[config.mk]
export PLATFORM = sky130hd
export DESIGN_NAME = inv_shiftrows_stage
export DESIGN_NICKNAME = d
export VERILOG_FILES = /design/src/rtl/inv_shiftrows_stage.sv
export SDC_FILE = /design/constraint.sdc
export NUM_CORES = 1
export LEC_CHECK = 0
export ABC_AREA = 1
export CAP_MARGIN = 25
export CORE_ASPECT_RATIO = 2
export CORE_MARGIN = 5
export CORE_UTILIZATION = 40
export DETAILED_ROUTE_END_ITERATION = 10
export PLACE_DENSITY = 0.68
export SYNTH_ARGS = -nofsm -noshare
export SYNTH_HDL_FRONTEND = slang
export SYNTH_SLANG_ARGS = --single-unit
[constraint.sdc]
create_clock -name clk -period 7.7 [get_ports clk]
set_input_delay 1.155 -clock clk [delete_from_list [all_inputs] [get_ports clk]]
set_output_delay 1.155 -clock clk [all_outputs]
set_load 0.01 [all_outputs]
[src/rtl/inv_shiftrows_stage.sv]
// Registered, handshaked (Inv)ShiftRows stage with a 2-entry output FIFO.
// Optional delivery self-check: define INV_SHIFTROWS_SELFCHECK_EN.
module inv_shiftrows_stage #(
    parameter int DEPTH = 2,
    parameter int CNT_W = 16
) (
    input  logic             clk,
    input  logic             rst_n,
    input  logic             in_valid,
    output logic             in_ready,
    input  logic             decrypt,
    input  logic [31:0]      line0,
    input  logic [31:0]      line1,
    input  logic [31:0]      line2,
    input  logic [31:0]      line3,
    output logic             out_valid,
    input  logic             out_ready,
    output logic [31:0]      outline0,
    output logic [31:0]      outline1,
    output logic [31:0]      outline2,
    output logic [31:0]      outline3,
    output logic [CNT_W-1:0] blk_count,
    output logic             err
);

    localparam int PTR_W = (DEPTH > 1) ? $clog2(DEPTH) : 1;

    // Element r of a state_t is state row r.
    typedef logic [3:0][31:0] state_t;

    // inv=1 rotates row r right by r bytes, inv=0 rotates it left by r bytes.
    function automatic state_t shift_rows(input state_t s, input logic inv);
        state_t      r;
        logic [63:0] dd;
        for (int i = 0; i < 4; i++) begin
            dd   = {s[i], s[i]};
            r[i] = inv ? dd[8*i +: 32] : dd[(32 - 8*i) +: 32];
        end
        return r;
    endfunction

    state_t             in_st;
    state_t             xf;
    state_t             mem_q [DEPTH];
    state_t             out_q;
    state_t             head_data;
    logic [PTR_W-1:0]   head_q, head_d;
    logic [PTR_W-1:0]   tail_q, tail_d;
    logic [1:0]         count_q, count_d;
    logic               in_ready_q;
    logic               out_valid_q;
    logic [CNT_W-1:0]   blk_q;
    logic               accept;
    logic               deliver;

    assign in_st   = {line3, line2, line1, line0};
    assign xf      = shift_rows(in_st, decrypt);
    assign accept  = in_valid & in_ready_q;
    assign deliver = out_valid_q & out_ready;

    always_comb begin
        count_d = count_q;
        case ({accept, deliver})
            2'b10:   count_d = count_q + 2'd1;
            2'b01:   count_d = count_q - 2'd1;
            default: count_d = count_q;
        endcase
        head_d = head_q + PTR_W'(deliver);
        tail_d = tail_q + PTR_W'(accept);
        // The slot being written this cycle may be the next head (empty, or
        // simultaneous accept+deliver at count 1), so bypass the array then.
        if (accept && (tail_q == head_d))
            head_data = xf;
        else
            head_data = mem_q[head_d];
    end

    always_ff @(posedge clk) begin
        if (accept)
            mem_q[tail_q] <= xf;
    end

    always_ff @(posedge clk or negedge rst_n) begin
        if (!rst_n) begin
            head_q      <= '0;
            tail_q      <= '0;
            count_q     <= 2'd0;
            in_ready_q  <= 1'b1;
            out_valid_q <= 1'b0;
            out_q       <= '0;
            blk_q       <= '0;
        end else begin
            head_q      <= head_d;
            tail_q      <= tail_d;
            count_q     <= count_d;
            in_ready_q  <= (32'(count_d) < DEPTH);
            out_valid_q <= (count_d != 2'd0);
            if (count_d != 2'd0)
                out_q <= head_data;
            if (deliver)
                blk_q <= blk_q + {{(CNT_W-1){1'b0}}, 1'b1};
        end
    end

`ifdef INV_SHIFTROWS_SELFCHECK_EN
    state_t raw_q [DEPTH];
    logic   dec_q [DEPTH];
    state_t undo;
    logic   err_q;

    always_ff @(posedge clk) begin
        if (accept) begin
            raw_q[tail_q] <= in_st;
            dec_q[tail_q] <= decrypt;
        end
    end

    // The head slot always still holds the raw rows of the state on the outputs.
    assign undo = shift_rows(out_q, ~dec_q[head_q]);

    always_ff @(posedge clk or negedge rst_n) begin
        if (!rst_n)
            err_q <= 1'b0;
        else if (deliver && (undo != raw_q[head_q]))
            err_q <= 1'b1;
    end

    assign err = err_q;
`else
    assign err = 1'b0;
`endif

    assign in_ready  = in_ready_q;
    assign out_valid = out_valid_q;
    assign outline0  = out_q[0];
    assign outline1  = out_q[1];
    assign outline2  = out_q[2];
    assign outline3  = out_q[3];
    assign blk_count = blk_q;

endmodule

==> results.json, run 1 <==
{
  "die_w_um": 160.3,
  "cap_viol_max_count": 0,
  "hold_class": "reg2reg",
  "syn_nets": 2086,
  "grt_max_degree": 148,
  "slew_headroom_pct": 30.51,
  "ys_ff_latch": 406,
  "critPathRequiredTime_ns": 8.17,
  "cp_max_fo": 59,
  "fin_total_pwr_mw": 9.084,
  "multi_input_area_mm2": 0.005403,
  "insertion_delay_ns": 0.53,
  "fin_crit_ns": 3.915,
  "antenna_found_initial": 7,
  "arrival_ns": 4.38,
  "syn_area_mm2": 0.01807,
  "post_drt_wl_per_cell_um": 18.21,
  "drive_gt1_share_pct": 4.022,
  "holdBufCountCts": 0,
  "htree_num_levels": 2,
  "p_per_area_mw_per_mm2": 404.0,
  "clockBufferDepth": 3,
  "synth_top_area_share_pct": 42.54,
  "setup.worst_path.start_class": "primary input",
  "wirelength_um": 50150,
  "ctsResizeCount": 0,
  "hold_viol_final": 0,
  "row_count": 110,
  "grt.overflow.total": 0,
  "synthTopCellsByArea": "edfxtp_1, dfrtp_1, nand2_1",
  "cts_buffers": 38,
  "cts.sinks": 406,
  "cts_setup_buffers": 0,
  "worst_ir_drop_vdd_uv": 206.6,
  "synth_flop_cell": "edfxtp_1",
  "core_area_mm2": 0.04487,
  "endpoint_kind": "flip-flop",
  "period_share_pct": 50.85,
  "grt_pass1_wl_um": 79040,
  "final_antenna_net_count": 0,
  "synth-async-reset-ratio_pct": 36.95,
  "crit_type": "in2reg",
  "grt_setup_unrepaired": "no",
  "area_growth_pct": 24.43,
  "fin_area_mm2": 0.02249,
  "initial_core_util_pct": 40.28,
  "grt_pass1_vias": 14240,
  "synth_edf_count": 256,
  "viasPerCell": 5.061,
  "pin_count": 280,
  "drc_errors": 0,
  "initialDrtViolationCount": 914,
  "status": "completed",
  "ys_seq_area_share_pct": 63.31,
  "fmax_mhz": 255.4,
  "setup_slack_ns": 3.785,
  "holdWs_ns": 0.5124,
  "tns_ns": 0,
  "syn_avg_cell_area_um2": 9.268,
  "place_ws_ns": 3.199,
  "worstMarginPinSlew_ns": 1.042,
  "dp_hpwl_um": 31360,
  "port_buffers": 278,
  "seqCellArea_mm2": 0.01144,
  "synthTopCellsByCount": "nand2_1, nand3_1, edfxtp_1",
  "report.final.slew_viol_count": 0,
  "fillCellCount": 4116,
  "cts-root-buf": "clkbuf_16",
  "synth.most_common_cell": "nand2_1",
  "synth_cell_types": 23,
  "p_leak_nw": 9.939,
  "ys_warn_count": 0,
  "netlist_instances": 1950,
  "final_nets": 2294,
  "drtPass1Iterations": 5,
  "grt_usage_pct": 19.79,
  "skew_ns": 0.01724,
  "placed_area_mm2": 0.02118,
  "place_congestion": 0.8131,
  "clkTransAtPathRegs_ns": 0.07,
  "finalSetupViolations": 0,
  "dieArea_mm2": 0.04979,
  "die_h_um": 310.6,
  "cts_tree": "yes",
  "synth_top_area_cell": "edfxtp_1",
  "vias": 13940
}
[area by class of cell]
class | count | area share (%)
clock buffer | 52 | 4.835
inverter | 180 | 3.027
sequential | 406 | 50.88
tap | 560 | 3.116
timing repair buffer | 295 | 13.11
clock inverter | 18 | 0.9292
antenna | 6 | 0.06677
multi-input combinational | 1237 | 24.03
[metrics by stage]
step	util, %	std cells
6_report	50.12	2754
5_1_grt	50.11	2753
4_1_cts	50.08	2748
3_5_place_dp	47.19	2678
3_3_place_gp	47.07	2676
2_1_floorplan	-	1950
[layer usage]
layer | track usage (%) | vias to the layer above | routed length (um)
met4 | 10.47 | 2 | 2587
met3 | 3.313 | 113 | 2546
met1 | 21.60 | 6624 | 18680
met5 | 0 | - | 13
met2 | 36.31 | 430 | 26320
li1 | - | 6768 | -
[worst max-delay path, stage by stage]
cell,delay (ns)
clkdlybuf4s50_1,0.45
nand2_1,0.13
inv_4,0.42
nand3_1,0.17
nand3b_1,0.17
nand2_4,0.33
nand2_4,0.50
buf_16,0.31
buf_4,0.50
nand2_1,0.13
nand2_1,0.08
[report_power, final]
group	internal (mW)	total (mW)	switching (mW)	leakage [nW]
Clock	1.14	1.97	0.835	0.623
Sequential	2.99	3.30	0.317	4.18
Combinational	1.35	3.81	2.46	5.13
[state kept, by name, summed over array words and instances, names as in the netlist]
register   count
tail_q         1
blk_count     16
outline2      32
outline1      32
count_q        2
out_valid      1
mem_q        256
outline3      32
in_ready       1
outline0      32
head_q         1
[cell families after synthesis]
group                    synth area share, %
AO/OA/AOI/OAI                          5.345
XOR/XNOR                              0.5816
flip-flops                             63.31
adder cells (fa/ha/maj)               0.2077
AND/OR/NAND/NOR                        23.35
buffers and inverters                  7.186
other                                0.02075
[cell usage in the layout, fill, tap and decap left out, types with 9 or more instances in the layout]
cell type,instances
nand3_1,268
nand2_1,706
clkbuf_16,41
o21ai_0,161
a21oi_1,32
nor2_1,40
buf_4,16
clkdlybuf4s50_1,276
inv_1,177
dfrtp_1,149
edfxtp_1,256
clkbuf_1,9
[final timing paths]
path	from	endpoint	slack [ns]	cells after the start
setup / recovery	in_valid	outline3[24]	3.78	11
hold / removal	outline2[28]	outline2[28]	0.51	2
setup reg to reg	in_ready	outline3[24]	4.33	10
hold reg to reg	outline2[28]	outline2[28]	0.51	2
max in group asynchronous	rst_n	blk_count[13]	5.94	2
min in group asynchronous	rst_n	outline2[27]	0.53	1
(Power assumes the default switching activity.)
==> run 2, diff against run 1 <==
==> constraint.sdc (replaced) <==
create_clock -name clk -period 3.7 [get_ports clk]
set_input_delay 0.555 -clock clk [delete_from_list [all_inputs] [get_ports clk]]
set_output_delay 0.555 -clock clk [all_outputs]
set_load 0.01 [all_outputs]
==> results.json, run 2 (same netlist as run 1, synthesis figures left out) <==
{
  "status": "completed",
  "die_h_um": 310.6,
  "post_drt_wl_per_cell_um": 17.57,
  "dieArea_mm2": 0.04979,
  "largest_register": "mem_q",
  "core_area_mm2": 0.04487,
  "holdWs_ns": 0.5077,
  "cts_setup_buffers": 0,
  "slowest_delay_ns": 0.63,
  "hold_class": "reg2reg",
  "fillCellCount": 4067,
  "grt_pass1_vias": 13840,
  "grt_max_degree": 258,
  "worstMarginPinSlew_ns": 1.048,
  "grt_pass1_wl_um": 76360,
  "p_per_area_mw_per_mm2": 828.1,
  "insertion_delay_ns": 0.54,
  "area_growth_pct": 25.17,
  "antenna_found_initial": 9,
  "vias": 13880,
  "critPathRequiredTime_ns": 4.12,
  "slew_headroom_pct": 30.11,
  "drive_gt1_share_pct": 4.541,
  "grt_usage_pct": 19.08,
  "period_share_pct": 65.14,
  "port_buffers": 278,
  "drc_errors": 0,
  "use_met3_pct": 2.691,
  "final_common_cell": "nand2_1",
  "clkTransAtPathRegs_ns": 0.06,
  "path_cells": "clkdlybuf4s50_1 -> nand3_1 -> nand2_8 -> buf_12 -> o21ai_0 -> nand2_1 -> nand2_1 -> nand2_1 -> nand2_1",
  "cts_buffers": 37,
  "initialDrtViolationCount": 1010,
  "setup_slack_ns": 1.290,
  "fin_crit_ns": 2.410,
  "pin_count": 280,
  "row_count": 110,
  "grt_setup_unrepaired": "no",
  "crit_family": "buffers and inverters",
  "met1_usage_pct": 22.00,
  "largest_reg_flops": 256,
  "place_ws_ns": 0.8266,
  "report.final.slew_viol_count": 0,
  "clockBufferDepth": 3,
  "fin_total_pwr_mw": 18.73,
  "endpoint_kind": "flip-flop",
  "arrival_ns": 2.83,
  "ctsResizeCount": 0,
  "place_congestion": 0.7935,
  "drtPass1Iterations": 5,
  "r2r_setup_slack_ns": 1.38,
  "worst_ir_drop_vdd_uv": 667.7,
  "use_met2_pct": 35.03,
  "fmax_mhz": 414.9,
  "htree_num_levels": 2,
  "die_w_um": 160.3,
  "crit_top_cell": "nand2_1",
  "cp_max_fo": 257,
  "grt.overflow.total": 0,
  "setup.worst_path.start_class": "primary input",
  "final_nets": 2309,
  "dp_hpwl_um": 31170,
  "mostFrequentLayoutCells": "nand2_1, clkdlybuf4s50_1, nand3_1",
  "utilization_pct": 50.42,
  "cts-root-buf": "clkbuf_16",
  "cts_tree": "yes",
  "final_antenna_net_count": 0,
  "skew_ns": 0.01861,
  "crit_path_top_delay_cell": "buf_12",
  "finalSetupViolations": 0,
  "hold_viol_final": 0,
  "initial_core_util_pct": 40.28,
  "grt.busiest_layer": "met2",
  "crit_buf_inv": 2,
  "viasPerCell": 5.010,
  "wirelength_um": 48660,
  "cap_viol_max_count": 0,
  "cts.sinks": 406,
  "crit_type": "in2reg",
  "p_leak_nw": 10.02
}
run 2: changes by cell type in the layout (fill, tap and decap cells not counted), moves of 2 or more:
cell and delta:
clkinvlp_4 -3, clkbuf_16 -3, buf_16 -2, diode_2 +2, buf_4 +3, buf_12 +14
bufinv_16 -3, clkbuf_8 +2, clkinv_8 +2, clkbuf_1 +2, inv_6 -2, clkinv_2 +5
run 2: worst register-to-register path: stages (launching register included):
cell	delay, ns
dfrtp_1	0.44
nand2_2	0.19
nand2_2	0.14
nand2_8	0.09
buf_12	0.63
o21ai_0	0.44
nand2_1	0.11
nand2_1	0.05
nand2_1	0.06
nand2_1	0.05
run 2: per-stage QoR:
stage,instances,cell area [um^2],setup TNS (ns)
after detailed placement,2693,21420,0
after CTS,2762,22600,0
after global placement,2693,21420,0
after floorplan,1950,18070,-228.22
final,2770,22620,0
after global routing,2769,22620,0
run 2: path summary, 6_finish.rpt:
check                            start      endpoint  depth (start not counted)
max                          out_ready   outline2[4]                          9
min                        outline3[4]   outline3[4]                          2
max reg2reg                  out_valid   outline2[4]                          9
min reg2reg                outline3[4]   outline3[4]                          2
max in group asynchronous        rst_n   outline3[9]                          3
min in group asynchronous        rst_n  outline2[27]                          2
run 2: routing by layer:
layer	wire, um	part of all wire, %	up-vias
met3	2366	4.9	79
met2	25820	53	414
met1	18530	38	6595
met4	1931	4.0	2
met5	13	0.027	-
li1	-	-	6788
run 2: power by group:
| part | leakage [nW] | switching (mW) | internal, mW |
|---|---|---|---|
| sequential | 4.18 | 0.631 | 6.21 |
| clock | 0.576 | 1.70 | 2.06 |
| combinational | 5.26 | 5.11 | 3.02 |
run 2: area by class of cell:
type	instances	area [um^2]	share of cell area (%)
diodes	8	20.02	0.08850
clock buffers	53	1047	4.629
clock inverters	15	121.4	0.5365
inverters	180	680.7	3.009
multi-input cells	1237	5403	23.88
flip-flops and latches	406	11440	50.58
well taps	560	700.7	3.097
repair buffers	311	3207	14.18
run 2: repair_timing:
action / 4_1_cts / 5_1_grt
setup endpoints to repair: 0 / 0
hold endpoints to repair: 47 / 0
hold buffers: 1 / 0
==> run 3, diff against run 2 <==
--- a/config.mk
+++ b/config.mk
@@ -11,7 +11,7 @@
 export CORE_MARGIN = 5
 export CORE_UTILIZATION = 40
 export DETAILED_ROUTE_END_ITERATION = 10
-export PLACE_DENSITY = 0.68
+export PLACE_DENSITY = 0.71
 export SYNTH_ARGS = -nofsm -noshare
 export SYNTH_HDL_FRONTEND = slang
 export SYNTH_SLANG_ARGS = --single-unit
==> constraint.sdc (replaced) <==
create_clock -name clk -period 2.1 [get_ports clk]
set_input_delay 0.315 -clock clk [delete_from_list [all_inputs] [get_ports clk]]
set_output_delay 0.315 -clock clk [all_outputs]
set_load 0.01 [all_outputs]
==> results.json, run 3 (same netlist as run 1, synthesis figures left out) <==
{
  "status": "completed",
  "crit_type": "reg2out",
  "hold_class": "in2async",
  "worstMarginPinSlew_ns": 0.6590,
  "p_per_area_mw_per_mm2": 1481,
  "timing.rr.start": "out_valid",
  "mostFrequentLayoutCells": "nand2_1, clkdlybuf4s50_1, nand3_1",
  "period_share_pct": 91.39,
  "critPathRequiredTime_ns": 1.78,
  "skew_ns": 0.01375,
  "fmax_mhz": 521.1,
  "worst_ir_drop_vdd_uv": 778.1,
  "dp_cells": 2741,
  "hold_viol_final": 0,
  "timing.rr.end": "outline2[10]",
  "p_sw_mw": 13.29,
  "arrival_ns": 1.60,
  "largest_reg_flops": 256,
  "cts_buffers": 36,
  "vias": 14130,
  "reg2reg_depth": 10,
  "setup.worst_path.start_class": "flip-flop",
  "pin_count": 280,
  "endpoint_kind": "output port",
  "cts-root-buf": "clkbuf_16",
  "area_growth_pct": 29.44,
  "antenna_found_initial": 6,
  "initial_core_util_pct": 40.28,
  "power_frac_seq_pct": 35.0,
  "viasPerCell": 5.025,
  "initialDrtViolationCount": 989,
  "report.final.slew_viol_count": 0,
  "grt_usage_pct": 19.59,
  "cap_viol_max_count": 0,
  "fillCellCount": 3932,
  "clkPwrFrac_pct": 20.3,
  "largest_register": "mem_q",
  "crit_path_top_delay_cell": "clkdlybuf4s50_1",
  "crit_buf_inv": 1,
  "cts_setup_buffers": 0,
  "p_leak_nw": 10.40,
  "slowest_delay_ns": 0.60,
  "grt_max_degree": 58,
  "row_count": 110,
  "slew_headroom_pct": 55.60,
  "final_common_cell": "nand2_1",
  "drtPass1Iterations": 7,
  "cts_tree": "yes",
  "grt_pass1_vias": 14080,
  "r2r_setup_slack_ns": 0.19,
  "place_congestion": 0.8756,
  "clockBufferDepth": 3,
  "grt_setup_unrepaired": "no",
  "drc_errors": 0,
  "fin_crit_ns": 1.919,
  "finalSetupViolations": 0,
  "insertion_delay_ns": 0.52,
  "drive_gt1_share_pct": 6.812,
  "cell_internal_pwr_mw": 21.36,
  "crit_family": "buffers and inverters",
  "grt_pass1_wl_um": 78560,
  "wirelength_um": 49530,
  "swShare_pct": 38.37,
  "die_w_um": 160.3,
  "clkTransAtPathRegs_ns": 0.06,
  "path_cells": "clkdlybuf4s50_1",
  "cp_max_fo": 5,
  "final_nets": 2356,
  "final_cell_count_no_fill": 2812,
  "htree_num_levels": 2,
  "utilization_pct": 52.14,
  "final_antenna_net_count": 0,
  "dieArea_mm2": 0.04979,
  "die_h_um": 310.6,
  "post_drt_wl_per_cell_um": 17.61,
  "critPathLaunch": "out_valid",
  "cp.depth": 1,
  "cts.sinks": 406,
  "port_buffers": 278,
  "dp_hpwl_um": 34990,
  "power_frac_comb_pct": 44.7,
  "grt.overflow.total": 0,
  "core_area_mm2": 0.04487
}
run 3: cell count changes in the layout (fill, tap and decap cells not counted), sizes merged:
| cell | change |
|---|---|
| buf | +48 |
| clkbuf | -5 |
| clkinv | -5 |
| bufinv | +4 |
| clkinvlp | +2 |
| diode | -2 |
run 3: routing by layer:
layer	up-vias	part of all wire (%)	global-route usage, %
li1	6893	-	-
met1	6693	36	21.33
met2	438	54	36.28
met3	105	5.2	3.234
met4	0	5.1	9.904
met5	-	0	0
run 3: how the worst max path moves through the flow:
stage | to | slack, ns
2_1_floorplan | mem_q[0][0] | -0.16
3_3_place_gp | outline2[11] | -0.15
3_5_place_dp | outline1[16] | -0.21
4_1_cts | in_ready | 0.15
5_1_grt | outline2[1] | 0.03
6_report | out_valid | 0.18
run 3: area by class of cell:
| type | instances | area (um^2) | area share, % |
|---|---|---|---|
| flip-flops and latches | 406 | 11440 | 48.91 |
| multi-input cells | 1237 | 5405 | 23.11 |
| repair buffers | 359 | 3892 | 16.64 |
| clock buffers | 48 | 1039 | 4.439 |
| well taps | 560 | 700.7 | 2.995 |
| inverters | 180 | 683.2 | 2.920 |
| clock inverters | 16 | 215.2 | 0.9200 |
| diodes | 6 | 15.01 | 0.06418 |
run 3: power by group through the flow:
stage                     clock (mW)  sequential, mW  combinational [mW]
after floorplan                    0            12.6                8.00
after global placement             0            12.2                15.3
after detailed placement           0            12.3                15.6
after CTS                       7.22            12.1                15.7
after global routing            7.52            12.3                17.2
final                           7.03            12.1                15.5
run 3: what timing repair did:
| action | CTS | global route |
|---|---|---|
| setup endpoints to repair | 0 | 7 |
| hold buffers | 1 | 0 |
| gates resized for setup | 0 | 1 |
| hold endpoints to repair | 71 | 0 |
run 3: metrics by stage:
stage                     hold slack (ns)  area, um^2  TNS [ns]  total power [mW]  worst slack (ns)
after floorplan                   0.01941       18110    -39.15             20.55           -0.1551
after global placement             0.1955       22110    -12.85             27.53           -0.1542
after detailed placement           0.1970       22110    -18.94             27.87           -0.2061
after CTS                          0.2028       23370         0             35.07            0.1508
after global routing               0.2219       23390         0             37.06           0.03062
final                              0.2182       23390         0             34.65            0.1808
